$ cat src/rtl/ct_had_pipetrace_ctrl_pkg.sv
// Shared types and field offsets for the HAD pipe-trace capture/readout controller.
// State encoding, status-register bit positions and read-source tags.
package ct_had_pipetrace_pkg;

  localparam int CNT_W_DEF = 8;
  localparam int CYC_W_DEF = 16;

  localparam int F_EN   = 0;
  localparam int F_IMM  = 1;
  localparam int F_ST   = 2;
  localparam int F_CNT  = 4;
  localparam int F_DONE = 12;
  localparam int F_OVR  = 13;
  localparam int F_ERR  = 14;
  localparam int F_CYC  = 16;

  typedef enum logic [1:0] {
    ST_IDLE    = 2'd0,
    ST_ARMED   = 2'd1,
    ST_CAPTURE = 2'd2,
    ST_DONE    = 2'd3
  } pt_state_e;

  typedef enum logic [1:0] {
    RD_CTL  = 2'd0,
    RD_PIPE = 2'd1,
    RD_DBG  = 2'd2,
    RD_ERR  = 2'd3
  } rd_src_e;

endpackage

$ cat src/rtl/ct_had_pipetrace_ctrl_if.sv
// JTAG DR / FIFO-side signal bundle of the pipe-trace controller.
// slave = controller view, master = surrounding HAD/FIFO view.
interface ct_had_pipetrace_ctrl_if;
  logic        x_sm_xx_update_dr_en;
  logic        x_sm_xx_capture_dr_en;
  logic        ir_xx_pipectl_reg_sel;
  logic        ir_xx_pipefifo_reg_sel;
  logic        ir_xx_dbgfifo_reg_sel;
  logic [63:0] ir_xx_wdata;
  logic        had_trace_trig;
  logic        rtu_had_xx_dbg_mode;
  logic [63:0] pipefifo_regs_data;
  logic [63:0] dbgfifo_regs_data;
  logic        ctrl_pipefifo_wen;
  logic        ctrl_pipefifo_ren;
  logic        ctrl_dbgfifo_ren;
  logic [31:0] pipectl_regs_data;
  logic        trace_rdata_vld;
  logic [63:0] trace_rdata;

  modport slave (
    input  x_sm_xx_update_dr_en, x_sm_xx_capture_dr_en,
    input  ir_xx_pipectl_reg_sel, ir_xx_pipefifo_reg_sel,
    input  ir_xx_dbgfifo_reg_sel, ir_xx_wdata,
    input  had_trace_trig, rtu_had_xx_dbg_mode,
    input  pipefifo_regs_data, dbgfifo_regs_data,
    output ctrl_pipefifo_wen, ctrl_pipefifo_ren, ctrl_dbgfifo_ren,
    output pipectl_regs_data, trace_rdata_vld, trace_rdata
  );

  modport master (
    output x_sm_xx_update_dr_en, x_sm_xx_capture_dr_en,
    output ir_xx_pipectl_reg_sel, ir_xx_pipefifo_reg_sel,
    output ir_xx_dbgfifo_reg_sel, ir_xx_wdata,
    output had_trace_trig, rtu_had_xx_dbg_mode,
    output pipefifo_regs_data, dbgfifo_regs_data,
    input  ctrl_pipefifo_wen, ctrl_pipefifo_ren, ctrl_dbgfifo_ren,
    input  pipectl_regs_data, trace_rdata_vld, trace_rdata
  );
endinterface

$ cat src/rtl/ct_had_pipetrace_ctrl_rdseq.sv
// Two-stage DR-capture read sequencer: accept -> ren -> registered data/valid.
// One read in flight at a time; extra requests are dropped and flagged.
module ct_had_pipetrace_rdseq
  import ct_had_pipetrace_pkg::*;
(
  input  logic        clk,
  input  logic        rst,
  input  logic        rd_req,
  input  logic        sel_pipe,
  input  logic        sel_dbg,
  input  logic        in_capture,
  input  logic [63:0] pipe_data,
  input  logic [63:0] dbg_data,
  input  logic [31:0] ctl_data,
  output logic        pipe_ren,
  output logic        dbg_ren,
  output logic        rdata_vld,
  output logic [63:0] rdata,
  output logic        err_set,
  output logic        ovr_set
);

  rd_src_e     src;
  rd_src_e     s1_src;
  logic        s1_vld;
  logic        accept;
  logic [63:0] mux;

  assign accept  = rd_req & ~s1_vld;
  assign ovr_set = rd_req & s1_vld;

  // Popping the pipe FIFO while it is being written is refused.
  always_comb begin
    src = RD_CTL;
    if (sel_pipe)
      src = in_capture ? RD_ERR : RD_PIPE;
    else if (sel_dbg)
      src = RD_DBG;
  end

  assign err_set  = accept & (src == RD_ERR);
  assign pipe_ren = s1_vld & (s1_src == RD_PIPE);
  assign dbg_ren  = s1_vld & (s1_src == RD_DBG);

  always_comb begin
    mux = '0;
    unique case (s1_src)
      RD_PIPE: mux = pipe_data;
      RD_DBG:  mux = dbg_data;
      RD_CTL:  mux = {32'b0, ctl_data};
      RD_ERR:  mux = '0;
    endcase
  end

  always_ff @(posedge clk) begin
    if (rst) begin
      s1_vld    <= 1'b0;
      s1_src    <= RD_CTL;
      rdata_vld <= 1'b0;
      rdata     <= '0;
    end else begin
      s1_vld    <= accept;
      s1_src    <= src;
      rdata_vld <= s1_vld;
      rdata     <= s1_vld ? mux : '0;
    end
  end

endmodule

$ cat src/rtl/ct_had_pipetrace_ctrl.sv
// HAD pipe-trace capture window FSM and status register, plus DR read sequencing.
// HAD_PIPETRACE_TRIG_EN enables the external trigger / ARMED state.
module ct_had_pipetrace_ctrl
  import ct_had_pipetrace_pkg::*;
#(
  parameter int CNT_W = CNT_W_DEF,
  parameter int CYC_W = CYC_W_DEF
) (
  input logic                   cpuclk,
  input logic                   cpurst,
  ct_had_pipetrace_ctrl_if.slave bus
);

  pt_state_e  state_q;
  pt_state_e  state_nxt;
  logic       en_q;
  logic       imm_q;
  logic [CNT_W-1:0] cnt_q;
  logic [CYC_W-1:0] cyc_q;
  logic [CYC_W-1:0] cyc_inc;
  logic       done_q;
  logic       err_q;
  logic       ovr_q;
  logic       err_set;
  logic       ovr_set;
  logic       ctl_wr;
  logic       wr_en;
  logic       wr_imm;
  logic [CNT_W-1:0] wr_cnt;
  logic       trig;
  logic       hit;
  logic       cap_end;
  logic [31:0] status;
  logic       unused_bits;

  assign ctl_wr = bus.x_sm_xx_update_dr_en & bus.ir_xx_pipectl_reg_sel;
  assign wr_en  = bus.ir_xx_wdata[F_EN];
  assign wr_cnt = bus.ir_xx_wdata[F_CNT+:CNT_W];

`ifdef HAD_PIPETRACE_TRIG_EN
  assign wr_imm = bus.ir_xx_wdata[F_IMM];
  assign trig   = bus.had_trace_trig;
  assign unused_bits = ^{bus.ir_xx_wdata[63:F_CNT+CNT_W],
                         bus.ir_xx_wdata[3:2]};
`else
  assign wr_imm = 1'b1;
  assign trig   = 1'b0;
  assign unused_bits = ^{bus.ir_xx_wdata[63:F_CNT+CNT_W],
                         bus.ir_xx_wdata[3:1], bus.had_trace_trig};
`endif

  assign cyc_inc = cyc_q + CYC_W'(1);
  assign hit     = (cnt_q != '0) && (cyc_inc == CYC_W'(cnt_q));

  // A control write overrides every other event this cycle.
  always_comb begin
    state_nxt = state_q;
    if (ctl_wr) begin
      if (!wr_en)
        state_nxt = ST_IDLE;
      else
        state_nxt = wr_imm ? ST_CAPTURE : ST_ARMED;
    end else begin
      unique case (state_q)
        ST_IDLE:    state_nxt = ST_IDLE;
        ST_ARMED:   if (trig) state_nxt = ST_CAPTURE;
        ST_CAPTURE: if (hit || bus.rtu_had_xx_dbg_mode)
                      state_nxt = ST_DONE;
        ST_DONE:    state_nxt = ST_DONE;
      endcase
    end
  end

  assign cap_end = (state_q == ST_CAPTURE) && (state_nxt == ST_DONE);

  always_ff @(posedge cpuclk) begin
    if (cpurst) begin
      state_q <= ST_IDLE;
      en_q    <= 1'b0;
      imm_q   <= 1'b0;
      cnt_q   <= '0;
      cyc_q   <= '0;
      done_q  <= 1'b0;
      err_q   <= 1'b0;
      ovr_q   <= 1'b0;
    end else begin
      state_q <= state_nxt;
      if (ctl_wr) begin
        en_q  <= wr_en;
        imm_q <= wr_imm;
        cnt_q <= wr_cnt;
      end
      if (ctl_wr && wr_en)
        cyc_q <= '0;
      else if (state_q == ST_CAPTURE && cyc_q != '1)
        cyc_q <= cyc_inc;
      if (ctl_wr && wr_en)
        done_q <= 1'b0;
      else if (cap_end)
        done_q <= 1'b1;
      if (err_set)
        err_q <= 1'b1;
      else if (ctl_wr)
        err_q <= 1'b0;
      if (ovr_set)
        ovr_q <= 1'b1;
      else if (ctl_wr)
        ovr_q <= 1'b0;
    end
  end

  always_comb begin
    status = '0;
    status[F_EN]          = en_q;
    status[F_IMM]         = imm_q;
    status[F_ST+:2]       = state_q;
    status[F_CNT+:CNT_W]  = cnt_q;
    status[F_DONE]        = done_q;
    status[F_OVR]         = ovr_q;
    status[F_ERR]         = err_q;
    status[F_CYC+:CYC_W]  = cyc_q;
  end

  assign bus.pipectl_regs_data = status;
  assign bus.ctrl_pipefifo_wen = (state_q == ST_CAPTURE);

  ct_had_pipetrace_rdseq u_rdseq (
    .clk        (cpuclk),
    .rst        (cpurst),
    .rd_req     (bus.x_sm_xx_capture_dr_en &
                 (bus.ir_xx_pipefifo_reg_sel |
                  bus.ir_xx_dbgfifo_reg_sel |
                  bus.ir_xx_pipectl_reg_sel)),
    .sel_pipe   (bus.ir_xx_pipefifo_reg_sel),
    .sel_dbg    (bus.ir_xx_dbgfifo_reg_sel),
    .in_capture (state_q == ST_CAPTURE),
    .pipe_data  (bus.pipefifo_regs_data),
    .dbg_data   (bus.dbgfifo_regs_data),
    .ctl_data   (status),
    .pipe_ren   (bus.ctrl_pipefifo_ren),
    .dbg_ren    (bus.ctrl_dbgfifo_ren),
    .rdata_vld  (bus.trace_rdata_vld),
    .rdata      (bus.trace_rdata),
    .err_set    (err_set),
    .ovr_set    (ovr_set)
  );

endmodule

$ cat src/flat_wrapper.sv
// flat-port wrapper written by rule: the top's interface ports become plain ports
module ct_had_pipetrace_ctrl_flat import ct_had_pipetrace_pkg::*;
#(
  parameter int CNT_W = CNT_W_DEF,
  parameter int CYC_W = CYC_W_DEF
)
  (cpuclk, cpurst, bus_x_sm_xx_update_dr_en, bus_x_sm_xx_capture_dr_en, bus_ir_xx_pipectl_reg_sel, bus_ir_xx_pipefifo_reg_sel, bus_ir_xx_dbgfifo_reg_sel, bus_ir_xx_wdata, bus_had_trace_trig, bus_rtu_had_xx_dbg_mode, bus_pipefifo_regs_data, bus_dbgfifo_regs_data, bus_ctrl_pipefifo_wen, bus_ctrl_pipefifo_ren, bus_ctrl_dbgfifo_ren, bus_pipectl_regs_data, bus_trace_rdata_vld, bus_trace_rdata);
  ct_had_pipetrace_ctrl_if bus_i ();
  input logic cpuclk;
  input logic cpurst;
  input wire logic [$bits(bus_i.x_sm_xx_update_dr_en)-1:0] bus_x_sm_xx_update_dr_en;
  input wire logic [$bits(bus_i.x_sm_xx_capture_dr_en)-1:0] bus_x_sm_xx_capture_dr_en;
  input wire logic [$bits(bus_i.ir_xx_pipectl_reg_sel)-1:0] bus_ir_xx_pipectl_reg_sel;
  input wire logic [$bits(bus_i.ir_xx_pipefifo_reg_sel)-1:0] bus_ir_xx_pipefifo_reg_sel;
  input wire logic [$bits(bus_i.ir_xx_dbgfifo_reg_sel)-1:0] bus_ir_xx_dbgfifo_reg_sel;
  input wire logic [$bits(bus_i.ir_xx_wdata)-1:0] bus_ir_xx_wdata;
  input wire logic [$bits(bus_i.had_trace_trig)-1:0] bus_had_trace_trig;
  input wire logic [$bits(bus_i.rtu_had_xx_dbg_mode)-1:0] bus_rtu_had_xx_dbg_mode;
  input wire logic [$bits(bus_i.pipefifo_regs_data)-1:0] bus_pipefifo_regs_data;
  input wire logic [$bits(bus_i.dbgfifo_regs_data)-1:0] bus_dbgfifo_regs_data;
  output wire logic [$bits(bus_i.ctrl_pipefifo_wen)-1:0] bus_ctrl_pipefifo_wen;
  output wire logic [$bits(bus_i.ctrl_pipefifo_ren)-1:0] bus_ctrl_pipefifo_ren;
  output wire logic [$bits(bus_i.ctrl_dbgfifo_ren)-1:0] bus_ctrl_dbgfifo_ren;
  output wire logic [$bits(bus_i.pipectl_regs_data)-1:0] bus_pipectl_regs_data;
  output wire logic [$bits(bus_i.trace_rdata_vld)-1:0] bus_trace_rdata_vld;
  output wire logic [$bits(bus_i.trace_rdata)-1:0] bus_trace_rdata;
  assign bus_i.x_sm_xx_update_dr_en = bus_x_sm_xx_update_dr_en;
  assign bus_i.x_sm_xx_capture_dr_en = bus_x_sm_xx_capture_dr_en;
  assign bus_i.ir_xx_pipectl_reg_sel = bus_ir_xx_pipectl_reg_sel;
  assign bus_i.ir_xx_pipefifo_reg_sel = bus_ir_xx_pipefifo_reg_sel;
  assign bus_i.ir_xx_dbgfifo_reg_sel = bus_ir_xx_dbgfifo_reg_sel;
  assign bus_i.ir_xx_wdata = bus_ir_xx_wdata;
  assign bus_i.had_trace_trig = bus_had_trace_trig;
  assign bus_i.rtu_had_xx_dbg_mode = bus_rtu_had_xx_dbg_mode;
  assign bus_i.pipefifo_regs_data = bus_pipefifo_regs_data;
  assign bus_i.dbgfifo_regs_data = bus_dbgfifo_regs_data;
  assign bus_ctrl_pipefifo_wen = bus_i.ctrl_pipefifo_wen;
  assign bus_ctrl_pipefifo_ren = bus_i.ctrl_pipefifo_ren;
  assign bus_ctrl_dbgfifo_ren = bus_i.ctrl_dbgfifo_ren;
  assign bus_pipectl_regs_data = bus_i.pipectl_regs_data;
  assign bus_trace_rdata_vld = bus_i.trace_rdata_vld;
  assign bus_trace_rdata = bus_i.trace_rdata;
  ct_had_pipetrace_ctrl #(.CNT_W(CNT_W), .CYC_W(CYC_W)) u_core (.cpuclk(cpuclk), .cpurst(cpurst), .bus(bus_i));
endmodule
$ cat config.mk
export PLATFORM = sky130hd
export DESIGN_NAME = ct_had_pipetrace_ctrl_flat
export DESIGN_NICKNAME = d
export VERILOG_FILES = /design/src/rtl/ct_had_pipetrace_ctrl_pkg.sv /design/src/rtl/ct_had_pipetrace_ctrl_if.sv /design/src/rtl/ct_had_pipetrace_ctrl_rdseq.sv /design/src/rtl/ct_had_pipetrace_ctrl.sv /design/src/flat_wrapper.sv
export SDC_FILE = /design/constraint.sdc
export NUM_CORES = 1
export LEC_CHECK = 0
export CORE_AREA = 4 4 115 117
export DETAILED_ROUTE_END_ITERATION = 12
export DIE_AREA = 0 0 119 121
export GPL_TIMING_DRIVEN = 0
export PLACE_DENSITY = 0.8
export SLEW_MARGIN = 40
export SYNTH_ARGS = -nofsm -noshare
export SYNTH_HDL_FRONTEND = slang
export SYNTH_SLANG_ARGS = --single-unit
$ cat constraint.sdc
create_clock -name cpuclk -period 4.5 [get_ports cpuclk]
set_clock_uncertainty 0.05 [all_clocks]
set_input_delay 0.675 -clock cpuclk [delete_from_list [all_inputs] [get_ports cpuclk]]
set_output_delay 0.675 -clock cpuclk [all_outputs]
set_load 0.05 [all_outputs]
# Word-level counts from Yosys, hierarchy flattened
# Cells that the tools add are included.
word_totals:
  reg_bits: 99
  input_bits: 201
  output_inout_bits: 100
  word_cells: 56
classes:
  n_addsub: 1
  eq_ne: 10
  n_mux: 11
  bitwise: 10
  reduce_logical: 12
op_table:
  columns: ["op", "count"]
  rows:
  - ["64-bit one-hot mux with 4 select lines", 1]
  - ["16-bit by 1-bit adder with 16-bit output (second input constant)", 1]
  - ["16-bit by 8-bit == test with 1-bit output", 1]
  - ["16-bit inequality test (second input constant)", 1]
  - ["2-bit == test (second input constant)", 6]
  - ["2-bit 2-to-1 mux", 6]
  - ["2-bit one-hot mux with 4 select lines", 1]
  - ["8-bit nonzero test", 1]
  - ["1-bit AND", 7]
  - ["2-bit by 1-bit == test with 1-bit output (second input constant)", 2]
  - ["1-bit logical AND", 4]
  - ["2-bit zero test", 2]
  - ["2-bit nonzero test", 2]
  - ["2-bit OR reduction", 2]
  - ["1-bit 2-to-1 mux", 3]
  - ["1-bit OR", 2]
  - ["1-bit logical OR", 1]
  - ["1-bit inverter", 1]

# Longest topological paths before layout
depth:
  word_depth: 9
  ltp_mapped: 8
  mapped_depth_nobuf: 7

# Hierarchy
# A second synthesis with hierarchy kept.
unflattened:
  hier_cells: 516
  area_unflattened_um2: 4880.9
by_module_without_submodules:
  columns: ["mod", "n_inst", "cells_per_inst", "area_per_inst_um2", "seq_area_each_um2"]
  rows:
  - ["ct_had_pipetrace_rdseq", 1, 307, 3194.3, 1361.3]
  - ["ct_had_pipetrace_ctrl", 1, 209, 1686.6, 620.6]

# Least setup slack after synthesis
# OpenSTA, ideal clock, no wires.
synth_path:
  path_type: "register -> register"
  startpoint: "register u_core.state_q[1]"
  endpoint: "register u_core.cyc_q[13]"
  setup_ps: 128
  arrival_ps: 2280
  t_required_ps: 4322
  slack_ps: 2043
  path_stages_with_launch: 8
  n_path_buf: 2
  period_less_slack_ps: 2457
  cell_sequence: "dfxtp_1 -> nor2b_1 -> clkbuf_1 -> a21boi_1 -> buf_4 -> nand3_1 -> xor2_1 -> nor2_1"
synth_between:
  elab_chain_cells: 2
synth_lines:
  columns: ["item", "line", "rtl"]
  rows:
  - ["from (decl)", "ct_had_pipetrace_ctrl.sv:14", "pt_state_e state_q;"]
  - ["from (signal assigned)", "ct_had_pipetrace_ctrl.sv:87", "state_q <= state_nxt;"]
  - ["2-bit == test", null, null]
  - ["via bus_ctrl_pipefifo_wen", "flat_wrapper.sv:21", "output wire logic [$bits(bus_i.ctrl_pipefifo_wen)-1:0] bus_ctrl_pipefifo_wen;"]
  - ["1-bit logical AND", "ct_had_pipetrace_ctrl.sv:95", "else if (state_q == ST_CAPTURE && cyc_q != '1)"]
  - ["to (signal assigned)", "ct_had_pipetrace_ctrl.sv:96", "cyc_q <= cyc_inc;"]
  - ["to (decl)", "ct_had_pipetrace_ctrl.sv:19", "logic [CYC_W-1:0] cyc_q;"]
# The timed path passes the listed nets, and every way through them passes these cells.
# A chain may end at the register's enable or synchronous reset.

# Worst setup path in the final report
layout_path:
  startpoint: "register u_core.u_rdseq.s1_src[1]"
  endpoint: "output bus_ctrl_pipefifo_ren"
layout_between:
  elab_chain_cells: 2
layout_lines:
  columns: ["item", "line", "rtl"]
  rows:
  - ["from (decl)", "ct_had_pipetrace_ctrl_rdseq.sv:24", "rd_src_e s1_src;"]
  - ["from (signal assigned)", "ct_had_pipetrace_ctrl_rdseq.sv:63", "s1_src <= src;"]
  - ["2-bit by 1-bit == test with 1-bit output", "ct_had_pipetrace_ctrl_rdseq.sv:42", "assign pipe_ren = s1_vld & (s1_src == RD_PIPE);"]
  - ["1-bit AND", "ct_had_pipetrace_ctrl_rdseq.sv:42", null]
  - ["to (decl)", "flat_wrapper.sv:22", "output wire logic [$bits(bus_i.ctrl_pipefifo_ren)-1:0] bus_ctrl_pipefifo_ren;"]
# No other way between the ends.

==> results.json <==
{
  "outcome": "completed",
  "postSynthAreaPerCell_um2": 8.55,
  "h-tree-depth": 3,
  "clk_pin_slew_ps": 70,
  "post-cts-setup-buffers": 0,
  "nets": 958,
  "min_path_type": "flop to flop",
  "synth-seq-cells": 99,
  "antenna_found_initial": 0,
  "worstReg2RegEnd": "u_core.state_q[0]",
  "p_leak_uw": 0.00264,
  "worst_ep_arrival_time_ps": 2940,
  "core_um2": 12400,
  "final-hold-violation-count": 0,
  "yosys_warnings": 0,
  "fin_ws_ps": 838,
  "num_vias": 4602,
  "viasPerCell": 4.93,
  "setup_viol": 0,
  "dieArea_um2": 14400,
  "drive_gt1_share_pct": 5.12,
  "path_class": "flop to output pin",
  "fp.dieW_um": 119,
  "synthCells": 503,
  "power_uw": 1990,
  "tns_ps": 0,
  "drv_slew": 0,
  "grt_first_pass_wirelength_um": 24800,
  "syn_area_um2": 4300,
  "max_clock_freq_mhz": 273,
  "crit_path_end": "bus_ctrl_pipefifo_ren",
  "reg2reg_slack_ps": 2210,
  "grt_usage_pct": 21.7,
  "cts_resized": 0,
  "antenna_left": 0,
  "rsz0062_at_grt": "false",
  "fin_crit_ps": 3660,
  "worstReg2RegStart": "u_core.cyc_q[1]",
  "ys_seq_area_share_pct": 46.1,
  "cts.sink_count": 99,
  "grt_max_degree": 18,
  "io_pins": 301,
  "antenna_cells": 0,
  "cp-start-kind": "flop",
  "drv_cap": 0,
  "cts_hold_buf": 0,
  "synthFlopType": "dfxtp_1",
  "tightest_slew_ps": 758,
  "finalWirelength_um": 16000,
  "synthToLayoutAreaGrowth_pct": 67.8,
  "final_common_cell": "clkdlybuf4s50_1",
  "wl_per_cell_um": 17.2,
  "clockBufferDepth": 2,
  "synth_edf_count": 0,
  "die_y_um": 121,
  "ys_types": 52,
  "drtPass1Iterations": 5,
  "cts_tree": "yes",
  "whs_ps": 432,
  "cp-end-kind": "output pin",
  "ir_drop_mv": 0.163,
  "grt_overflow_total": 0,
  "routabilityCongestion": 0.891,
  "initial_utilization_pct": 34.8,
  "crit_start": "u_core.u_rdseq.s1_src[1]",
  "cp_max_fo": 10,
  "fill_cells": 1082,
  "cts_buffers": 9,
  "powerDensity_nw_per_um2": 275,
  "synthArstFlopShare_pct": 0,
  "dp_slack_ps": 1160,
  "initialDrtViolationCount": 245,
  "io_buffers": 242,
  "slew_headroom_pct": 49.5,
  "syn_nets": 705,
  "final_cell_mix": "242 x clkdlybuf4s50_1, 119 x nor2_1, 99 x dfxtp_1",
  "period_share_pct": 81.4,
  "drcViolationCount": 0,
  "hpwlAfterDp_um": 12800,
  "clk_latency_ps": 340,
  "core.rowCount": 41,
  "grt_pass1_vias": 4684,
  "critical_path_required_ps": 3770,
  "ff2ff_path_depth": 7,
  "cts_root_buf": "clkbuf_16"
}
cells in the mapped netlist (all sizes together), types with 2 or more instances:
library cell	n	area share (%)
a21oi	44	5.1
o21ai	3	0.35
nor3	4	0.47
buf	26	3.4
and4b	2	0.47
a221oi	2	0.55
clkbuf	22	1.9
nand4	8	1.3
inv	3	0.26
dfxtp	99	46
mux2i	34	7.9
and4	2	0.47
xnor2	9	1.8
nor4	2	0.29
nand2	29	2.5
nand2b	2	0.29
and3	6	0.93
nand3	9	1.0
nor2	119	10
xor2	16	3.3
and2	5	0.79
nor2b	4	0.58
a22oi	33	5.8
registers in the layout, indices dropped and copies added, names as in the netlist:
signal	cells
u_core.done_q	1
u_core.state_q	2
u_core.u_rdseq.rdata_vld	1
u_core.u_rdseq.rdata	64
u_core.cnt_q	8
u_core.u_rdseq.s1_vld	1
u_core.cyc_q	16
u_core.ovr_q	1
u_core.en_q	1
u_core.imm_q	1
u_core.u_rdseq.s1_src	2
u_core.err_q	1
through the flow:
step                      instance area, um2  std cells  utilization (%)
after global routing                    7220        933             58.4
final                                   7220        933             58.4
after global placement                  6940        917             56.1
after floorplan                         4300        503                -
after CTS                               7220        933             58.4
after detailed placement                6940        917             56.1
critical path: stages, from the launching register on:
cell and delay, ps:
dfxtp_1 300, clkbuf_1 160, nor2b_1 180, clkbuf_1 490
buf_1 440, and2_1 190, clkdlybuf4s50_1 840
routing by layer:
metal  share of wire [%]  GRT usage, %  wire length [um]  vias to the layer above
li1                    -             -                 -                     2226
met1                  40          24.9              6360                     2125
met2                  51          39.4              8190                      228
met3                 7.6          6.25              1220                       23
met4                 1.6          5.72               256                        0
met5                   0             0                 0                        -
layout make-up:
cell class,instances,area [um2],area share (%)
Timing Repair Buffer,242,2420,33.6
Inverter,3,11.3,0.156
Clock inverter,6,48.8,0.676
Clock buffer,10,229,3.17
Tap cell,172,215,2.98
Buffer,48,230,3.19
Sequential cell,99,1980,27.5
Multi-Input combinational cell,353,2080,28.8
cell families (layout without fill, tap and decap cells):
group                      count (synthesis)  in the layout  share of synthesized area [%]
and+or+nand+nor                          194            194                           19.9
DFF                                       99             99                           46.1
AOI/OAI and AO/OA                         98             98                           15.1
buffers and inverters                     51            309                           5.58
muxes                                     34             34                           7.91
xor gates and xnor gates                  25             25                           5.09
adders and majority gates                  1              1                          0.291
other                                      1              1                         0.0872
report_power, final:
| group | switching [uW] | internal, uW | leakage [uW] |
|---|---|---|---|
| logic | 164 | 183 | 0.00170 |
| registers | 12.8 | 891 | 0.000801 |
| clock network | 352 | 383 | 0.000131 |
| total | 529 | 1460 | 0.00264 |
worst min path at each step:
| stage | from | end | slack (ps) | depth (start not counted) |
|---|---|---|---|---|
| global route | u_core.ovr_q | u_core.ovr_q | 460 | 2 |
| global placement | u_core.ovr_q | u_core.ovr_q | 410 | 2 |
| detailed placement | u_core.ovr_q | u_core.ovr_q | 430 | 2 |
| floorplan | u_core.ovr_q | u_core.ovr_q | 390 | 2 |
| CTS | u_core.ovr_q | u_core.ovr_q | 440 | 2 |
| finish | u_core.ovr_q | u_core.ovr_q | 430 | 2 |
Note: power is estimated with default switching activity, not from simulation.
